File: config.mk
export PLATFORM = sky130hd
export DESIGN_NAME = ram_tp_bytemask_init_flat
export DESIGN_NICKNAME = d
export VERILOG_FILES = /design/src/rtl/ram_tp_bytemask_init_if.sv /design/src/rtl/ram_tp_bytemask_init.sv /design/src/flat_wrapper.sv
export SDC_FILE = /design/constraint.sdc
export NUM_CORES = 1
export LEC_CHECK = 0
export CORE_AREA = 2 2 222 224
export CTS_BUF_LIST = sky130_fd_sc_hd__clkbuf_4
export DETAILED_ROUTE_END_ITERATION = 8
export DIE_AREA = 0 0 224 226
export SLEW_MARGIN = 10
export SYNTH_ARGS = -nofsm -noshare
export SYNTH_HDL_FRONTEND = slang
export SYNTH_SLANG_ARGS = --single-unit
File: constraint.sdc
create_clock -name clock -period 2.8 [get_ports clock]
set_clock_uncertainty 0.05 [all_clocks]
set_input_delay 0.28 -clock clock [delete_from_list [all_inputs] [get_ports clock]]
set_output_delay 0.28 -clock clock [all_outputs]
set_load 0.03 [all_outputs]
File: src/rtl/ram_tp_bytemask_init_if.sv
// ---------------------------------------------------------------------------
// ram_tp_bytemask_init_if
// Bundles the user-side request and response signals of the two-port
// byte-masked RAM so a bench or client block can hand one handle around.
//
//   cen        chip enable for both ports
//   wen        write request
//   bwen       per-lane write enables (NB lanes)
//   waddr      write address
//   wdata      write data
//   ren        read request
//   raddr      read address
//   rdata      read result, meaningful while rvalid is high
//   rvalid     one-cycle strobe per accepted read
//   init_busy  high while the post-reset clear sweep is running
//
// master modport: the client that issues requests.
// slave modport : the RAM itself.
// ---------------------------------------------------------------------------
interface ram_tp_bytemask_init_if #(
   parameter int DATA_WIDTH = 32,
   parameter int BYTE_WIDTH = 8,
   parameter int DEPTH      = 16
);
   localparam int ADDR_WIDTH = (DEPTH > 1) ? $clog2(DEPTH) : 1;
   localparam int NB         = DATA_WIDTH / BYTE_WIDTH;

   logic                  cen;
   logic                  wen;
   logic [NB-1:0]         bwen;
   logic [ADDR_WIDTH-1:0] waddr;
   logic [DATA_WIDTH-1:0] wdata;
   logic                  ren;
   logic [ADDR_WIDTH-1:0] raddr;
   logic [DATA_WIDTH-1:0] rdata;
   logic                  rvalid;
   logic                  init_busy;

   modport master (
      output cen, wen, bwen, waddr, wdata, ren, raddr,
      input  rdata, rvalid, init_busy
   );

   modport slave (
      input  cen, wen, bwen, waddr, wdata, ren, raddr,
      output rdata, rvalid, init_busy
   );
endinterface

File: src/rtl/ram_tp_bytemask_init.sv
// ---------------------------------------------------------------------------
// ram_tp_bytemask_init
// Two-port (one write, one read) synchronous RAM with byte-lane write masks,
// a post-reset clear sweep, a selectable 1- or 2-cycle read latency with an
// rvalid strobe, and a selectable same-address read/write collision policy.
//
// Ports
//   clock   sole clock, rising edge
//   reset   asynchronous, active-high
//   bus     slave side of ram_tp_bytemask_init_if (requests in, rdata/rvalid/
//           init_busy out)
//
// Parameters
//   DATA_WIDTH     word width, a multiple of BYTE_WIDTH
//   BYTE_WIDTH     bits per write-enable lane
//   DEPTH          number of words, need not be a power of two
//   RD_LATENCY     1 = registered read, 2 = one extra output stage
//   INIT_ON_RESET  1 = clear every word after reset
//   INIT_VALUE     value written by the clear sweep
//   COLLISION_MODE 0 = same-address read returns the old word,
//                  1 = written lanes are forwarded to the read
// ---------------------------------------------------------------------------
module ram_tp_bytemask_init #(
   parameter int                   DATA_WIDTH     = 32,
   parameter int                   BYTE_WIDTH     = 8,
   parameter int                   DEPTH          = 16,
   parameter int                   RD_LATENCY     = 1,
   parameter bit                   INIT_ON_RESET  = 1'b1,
   parameter logic [DATA_WIDTH-1:0] INIT_VALUE    = '0,
   parameter bit                   COLLISION_MODE = 1'b0
) (
   input logic                   clock,
   input logic                   reset,
   ram_tp_bytemask_init_if.slave bus
);

   localparam int ADDR_WIDTH = (DEPTH > 1) ? $clog2(DEPTH) : 1;
   localparam int NB         = DATA_WIDTH / BYTE_WIDTH;

   // One extra bit so DEPTH itself is representable for the range checks.
   localparam logic [ADDR_WIDTH:0]   DEPTH_W   = DEPTH[ADDR_WIDTH:0];
   localparam logic [ADDR_WIDTH-1:0] LAST_ADDR = ADDR_WIDTH'(DEPTH - 1);

   typedef enum logic {
      ST_INIT,
      ST_READY
   } state_t;

   state_t                state_q, state_d;
   logic [ADDR_WIDTH-1:0] cnt_q, cnt_d;

   logic [DATA_WIDTH-1:0] mem [DEPTH];

   logic [NB-1:0]         lane_we;
   logic [ADDR_WIDTH-1:0] wr_addr;
   logic [DATA_WIDTH-1:0] wr_data;
   logic                  rd_acc;
   logic                  waddr_ok;
   logic                  raddr_ok;
   logic [DATA_WIDTH-1:0] rd_word;

   logic [DATA_WIDTH-1:0] rdata_q;
   logic                  rvalid_q;

   assign waddr_ok = ({1'b0, bus.waddr} < DEPTH_W);
   assign raddr_ok = ({1'b0, bus.raddr} < DEPTH_W);

   // State and sweep-counter register. Reset drops straight back into the
   // clear sweep from address 0 (or to READY when no sweep is wanted).
   always_ff @(posedge clock or posedge reset) begin
      if (reset) begin
         state_q <= INIT_ON_RESET ? ST_INIT : ST_READY;
         cnt_q   <= '0;
      end else begin
         state_q <= state_d;
         cnt_q   <= cnt_d;
      end
   end

   // Next-state logic and write-port steering. During the sweep the write
   // port is owned by the counter and every user request is ignored; once
   // READY, a write only lands when the address is inside the array.
   always_comb begin
      state_d = state_q;
      cnt_d   = cnt_q;
      lane_we = '0;
      wr_addr = bus.waddr;
      wr_data = bus.wdata;
      rd_acc  = 1'b0;
      case (state_q)
         ST_INIT: begin
            lane_we = '1;
            wr_addr = cnt_q;
            wr_data = INIT_VALUE;
            cnt_d   = cnt_q + ADDR_WIDTH'(1);
            if (cnt_q == LAST_ADDR) begin
               state_d = ST_READY;
            end
         end
         ST_READY: begin
            if (bus.cen && bus.wen && waddr_ok) begin
               lane_we = bus.bwen;
            end
            rd_acc = bus.cen && bus.ren;
         end
         default: begin
            state_d = ST_READY;
         end
      endcase
   end

   // The storage array has no reset; only the enabled lanes are touched.
   always_ff @(posedge clock) begin
      for (int i = 0; i < NB; i++) begin
         if (lane_we[i]) begin
            mem[wr_addr][i*BYTE_WIDTH +: BYTE_WIDTH] <= wr_data[i*BYTE_WIDTH +: BYTE_WIDTH];
         end
      end
   end

   // Read word as seen by an accepted read. The array read happens before
   // the edge, so it naturally returns the pre-write word; in write-through
   // mode the lanes being written to the same address are patched in.
   // Out-of-range addresses read as zero.
   always_comb begin
      rd_word = '0;
      if (raddr_ok) begin
         rd_word = mem[bus.raddr];
         if (COLLISION_MODE && (wr_addr == bus.raddr)) begin
            for (int i = 0; i < NB; i++) begin
               if (lane_we[i]) begin
                  rd_word[i*BYTE_WIDTH +: BYTE_WIDTH] = wr_data[i*BYTE_WIDTH +: BYTE_WIDTH];
               end
            end
         end
      end
   end

   // Output pipeline. Data registers only load alongside a valid so rdata
   // holds its last result between strobes; the pipeline runs regardless of
   // cen so a read in flight always completes.
   generate
      if (RD_LATENCY == 2) begin : g_lat2
         logic [DATA_WIDTH-1:0] s1_data;
         logic                  s1_valid;

         always_ff @(posedge clock or posedge reset) begin
            if (reset) begin
               s1_data  <= '0;
               s1_valid <= 1'b0;
               rdata_q  <= '0;
               rvalid_q <= 1'b0;
            end else begin
               s1_valid <= rd_acc;
               if (rd_acc) begin
                  s1_data <= rd_word;
               end
               rvalid_q <= s1_valid;
               if (s1_valid) begin
                  rdata_q <= s1_data;
               end
            end
         end
      end else begin : g_lat1
         always_ff @(posedge clock or posedge reset) begin
            if (reset) begin
               rdata_q  <= '0;
               rvalid_q <= 1'b0;
            end else begin
               rvalid_q <= rd_acc;
               if (rd_acc) begin
                  rdata_q <= rd_word;
               end
            end
         end
      end
   endgenerate

   assign bus.rdata     = rdata_q;
   assign bus.rvalid    = rvalid_q;
   assign bus.init_busy = (state_q == ST_INIT);

endmodule
File: src/flat_wrapper.sv
// flat-port wrapper written by rule: the top's interface ports become plain ports
module ram_tp_bytemask_init_flat 
#(
   parameter int                   DATA_WIDTH     = 32,
   parameter int                   BYTE_WIDTH     = 8,
   parameter int                   DEPTH          = 16,
   parameter int                   RD_LATENCY     = 1,
   parameter bit                   INIT_ON_RESET  = 1'b1,
   parameter logic [DATA_WIDTH-1:0] INIT_VALUE    = '0,
   parameter bit                   COLLISION_MODE = 1'b0
)
  (clock, reset, bus_cen, bus_wen, bus_bwen, bus_waddr, bus_wdata, bus_ren, bus_raddr, bus_rdata, bus_rvalid, bus_init_busy);
  ram_tp_bytemask_init_if #(.DATA_WIDTH(DATA_WIDTH), .BYTE_WIDTH(BYTE_WIDTH), .DEPTH(DEPTH)) bus_i ();
  input logic clock;
  input logic reset;
  input wire logic [$bits(bus_i.cen)-1:0] bus_cen;
  input wire logic [$bits(bus_i.wen)-1:0] bus_wen;
  input wire logic [$bits(bus_i.bwen)-1:0] bus_bwen;
  input wire logic [$bits(bus_i.waddr)-1:0] bus_waddr;
  input wire logic [$bits(bus_i.wdata)-1:0] bus_wdata;
  input wire logic [$bits(bus_i.ren)-1:0] bus_ren;
  input wire logic [$bits(bus_i.raddr)-1:0] bus_raddr;
  output wire logic [$bits(bus_i.rdata)-1:0] bus_rdata;
  output wire logic [$bits(bus_i.rvalid)-1:0] bus_rvalid;
  output wire logic [$bits(bus_i.init_busy)-1:0] bus_init_busy;
  assign bus_i.cen = bus_cen;
  assign bus_i.wen = bus_wen;
  assign bus_i.bwen = bus_bwen;
  assign bus_i.waddr = bus_waddr;
  assign bus_i.wdata = bus_wdata;
  assign bus_i.ren = bus_ren;
  assign bus_i.raddr = bus_raddr;
  assign bus_rdata = bus_i.rdata;
  assign bus_rvalid = bus_i.rvalid;
  assign bus_init_busy = bus_i.init_busy;
  ram_tp_bytemask_init #(.DATA_WIDTH(DATA_WIDTH), .BYTE_WIDTH(BYTE_WIDTH), .DEPTH(DEPTH), .RD_LATENCY(RD_LATENCY), .INIT_ON_RESET(INIT_ON_RESET), .INIT_VALUE(INIT_VALUE), .COLLISION_MODE(COLLISION_MODE)) u_core (.clock(clock), .reset(reset), .bus(bus_i));
endmodule
==> impl_results.md <==
- Status: complete, no violations
- Synth Net Count: 1,250
- Area of the multi-input gates: 4787 sq um
- Total global-route track usage: 20.71%
- Inserted Clock Buffers: 142
- Synth async-reset ratio: 6.909%
- Adder-cell share of the synthesized area: 0.05807%
- Setup CP Type: reg -> reg
- Power per Cell Area: 682.4 nW/um^2
- Vias post-DR: 11.94k
- Peak supply drop: 0.3654 mV
- Design area: 25,590 sq um
- First-pass GRT wire length: 75.47 mm
- Vias in the first global route: 12.13k
- Synth unique cells: 35
- Post-synthesis simple-gate area fraction: 5.156%
- RSZ-0062 raised after global routing: no
- Mux contribution to synthesized area: 12.79%
- Chip Width: 224 um
- Setup ws final: 0.1023 ns
- CTS tree: yes
- Register area: 16,330 sq um
- Port bufs: 82
- Overall power: 17,470 uW
- Row count: 81
- XOR/XNOR Fraction of Synth Area: 0.1219%
- Critical path's largest stage delay: 0.75 ns
- H-tree levels: 4
- Top sig layer: met4
- Slew Limit Fails: 0
- Ports: 83
- Top-area cell type share of the netlist area: 71.35%
- Most used DFF post-synth: edfxtp_1
- Wire per inst: 23.32 um
- Final Hold Vio Count: 0
- Latest clock arrival within the worst-skew pair: 0.86 ns
- Hold crit path type: in -> async
- Final WL: 51.45 mm
- Post-DP HPWL: 32.66 mm
- Layout Nets: 1,516
- Final setup TNS: 0 ns
- Gr ovfl total: 0
- Die Y: 226 um
- Arr. time, crit path: 3.11 ns
- Fillers: 3,893
- Leading area contributor after synthesis: edfxtp_1
- Pre-CTS WS: -0.07102 ns
- Crit share post-route: 96.35%
- Largest family of logic cells by synthesized area: multiplexers
- CTS root buf: clkbuf_4
- Synth cell count leaders: 512 x edfxtp_1, 132 x mux2i_1, 98 x nor2_1
- Starting Density: 44.57%
- Seq cells post-synth: 550
- Largest net degree at the start of global routing: 53
- Worst-Margin Slew: 0.8616 ns
- Post-synthesis sequential area ratio: 75.76%
- Worst-path fanout max: 9
- Mapped cell area: 21,550 sq um
- DRT met1 WL: 21.79 mm
- EDFF count, synth: 512
- Most common cell in the netlist: edfxtp_1
- Worst setup SP type: flop
- Met2 routed WL: 25.15 mm
- Post-synthesis compound-gate area fraction: 3.989%
- CP top delay family: simple AND/OR/NAND/NOR gates
- Die ar.: 50,620 sq um
- Initial antenna violation count: 2
- Synth warnings: 0
- Static leakage: 0.008963 uW
- CP bufs+invs: 1
- Worst-path cell with the longest stage delay: o31ai_1
- Period minus WS final: 2.698 ns
- Metal3 WL: 3.695 mm
- Post-route ant nets: 0
- Post-Syn Instances: 1,200
- Synth area leaders: edfxtp_1 71%, mux2i_1 6.1%, mux4_2 5.7%
- Relative slew slack: 42.07%
- Drt first pass iters: 5
- Iteration-0 DRC Markers: 1,207
- Critical Path, Cell by Cell: inv_1 -> o31ai_1 -> nand2_1 -> nor2_1
- Longest Clk Path Bufs: 3
- Gpl congestion: 0.8026
- Setup bufs post-CTS: 0
- Setup violations, final: 0
- Avg Cell Area, Syn: 17.96 sq um
- Clk sinks: 550
- Core ar.: 48,340 sq um
- Layout cells sized above 1: 26.34%
- Post-DP Area: 23,630 sq um
- Worst path required time: 3.21 ns
- Clk slew on worst S/H paths: 0.08 ns
- Area Growth Syn to Fin: 18.78%
- DRC viols: 0
- Crit. End Element: flop
- Fmax: 370.7 MHz
- Via density: 5.413
- Max cap viols: 0
[sequential cells by signal, indices dropped and copies added (netlist names)]
name               count
u_core.bus.rdata      32
u_core.mem           512
u_core.bus.rvalid      1
u_core.cnt_q           4
u_core.state_q         1
[per-stage QoR]
step	std cells	utilization (%)	hold WS (ns)
after floorplan	1200	-	0.4224
after global placement	1941	48.88	0.4591
after detailed placement	1941	48.88	0.4597
after CTS	2205	52.94	0.04772
after global routing	2206	52.94	0.1112
final	2206	52.94	0.1279
[cell type report]
type / count / area share, %
clock buffer: 224 / 6.570
antenna: 1 / 0.009777
tap: 622 / 3.041
timing repair buffer: 193 / 6.824
inverter: 5 / 0.07333
clock inverter: 37 / 0.9875
sequential: 550 / 63.79
multi-input combinational: 574 / 18.70
[what timing repair did]
action,in CTS,in global routing
endpoints found under the hold margin,51,0
hold buffers,3,0
gates resized for setup,0,0
[power by group]
group	switching [uW]	total [uW]	internal (uW)
registers	65.2	9130	9070
logic	735	1200	468
clock network	3120	7130	4010
total	3920	17500	13500
[per-layer routing]
metal	track usage (%)	vias up
met5	0	-
met4	7.269	0
met3	4.567	57
met2	33.14	457
met1	28.16	6052
li1	-	5374
[final timing paths]
path | start | to | slack [ns] | cells past startpoint
min in group clock | bus_raddr[0] | u_core.bus.rdata[13] | 0.20 | 5
worst min register to register | u_core.bus.rdata[6] | u_core.bus.rdata[6] | 0.49 | 2
worst max-delay path | u_core.state_q | u_core.mem[8][21] | 0.10 | 4
worst max register to register | u_core.state_q | u_core.mem[8][21] | 0.10 | 4
worst min-delay path | reset | u_core.bus.rdata[8] | 0.13 | 3
max in group asynchronous | reset | u_core.state_q | 1.93 | 4
[worst reg2reg max path: cells and delay by family (launching register included)]
kind / cells / cell delay, ns
simple gates: 2 / 1.00
buf+inv: 1 / 0.09
compound gates: 1 / 0.75
flops: 1 / 0.45
[logic make-up after synthesis]
group / count (synthesis)
compound gates: 127
xor+xnor: 3
fa+ha+maj: 1
buf+inv: 76
flops: 550
mux: 195
simple gates: 248
[placed cells by master (no fill, tap or decap), types with 2 or more instances in the layout]
cell type	n
buf_4	102
buf_12	7
dfrtp_1	37
o32ai_1	2
bufinv_16	4
nand4_1	24
clkdlybuf4s50_1	79
mux4_2	55
o21ai_0	2
and2_1	35
a32o_1	2
clkinv_1	19
nand3_1	5
a21oi_1	23
nand2b_1	2
clkbuf_4	224
nor2b_4	2
a31oi_1	31
inv_2	12
o31ai_1	2
mux2i_1	132
inv_1	3
nor2_1	97
nand2_1	76
xnor2_1	3
a22oi_1	64
dlygate4sd3_1	3
clkinv_2	3
edfxtp_1	512
or3_1	2
mux4_1	7
Note: power is estimated with default switching activity, not from simulation.
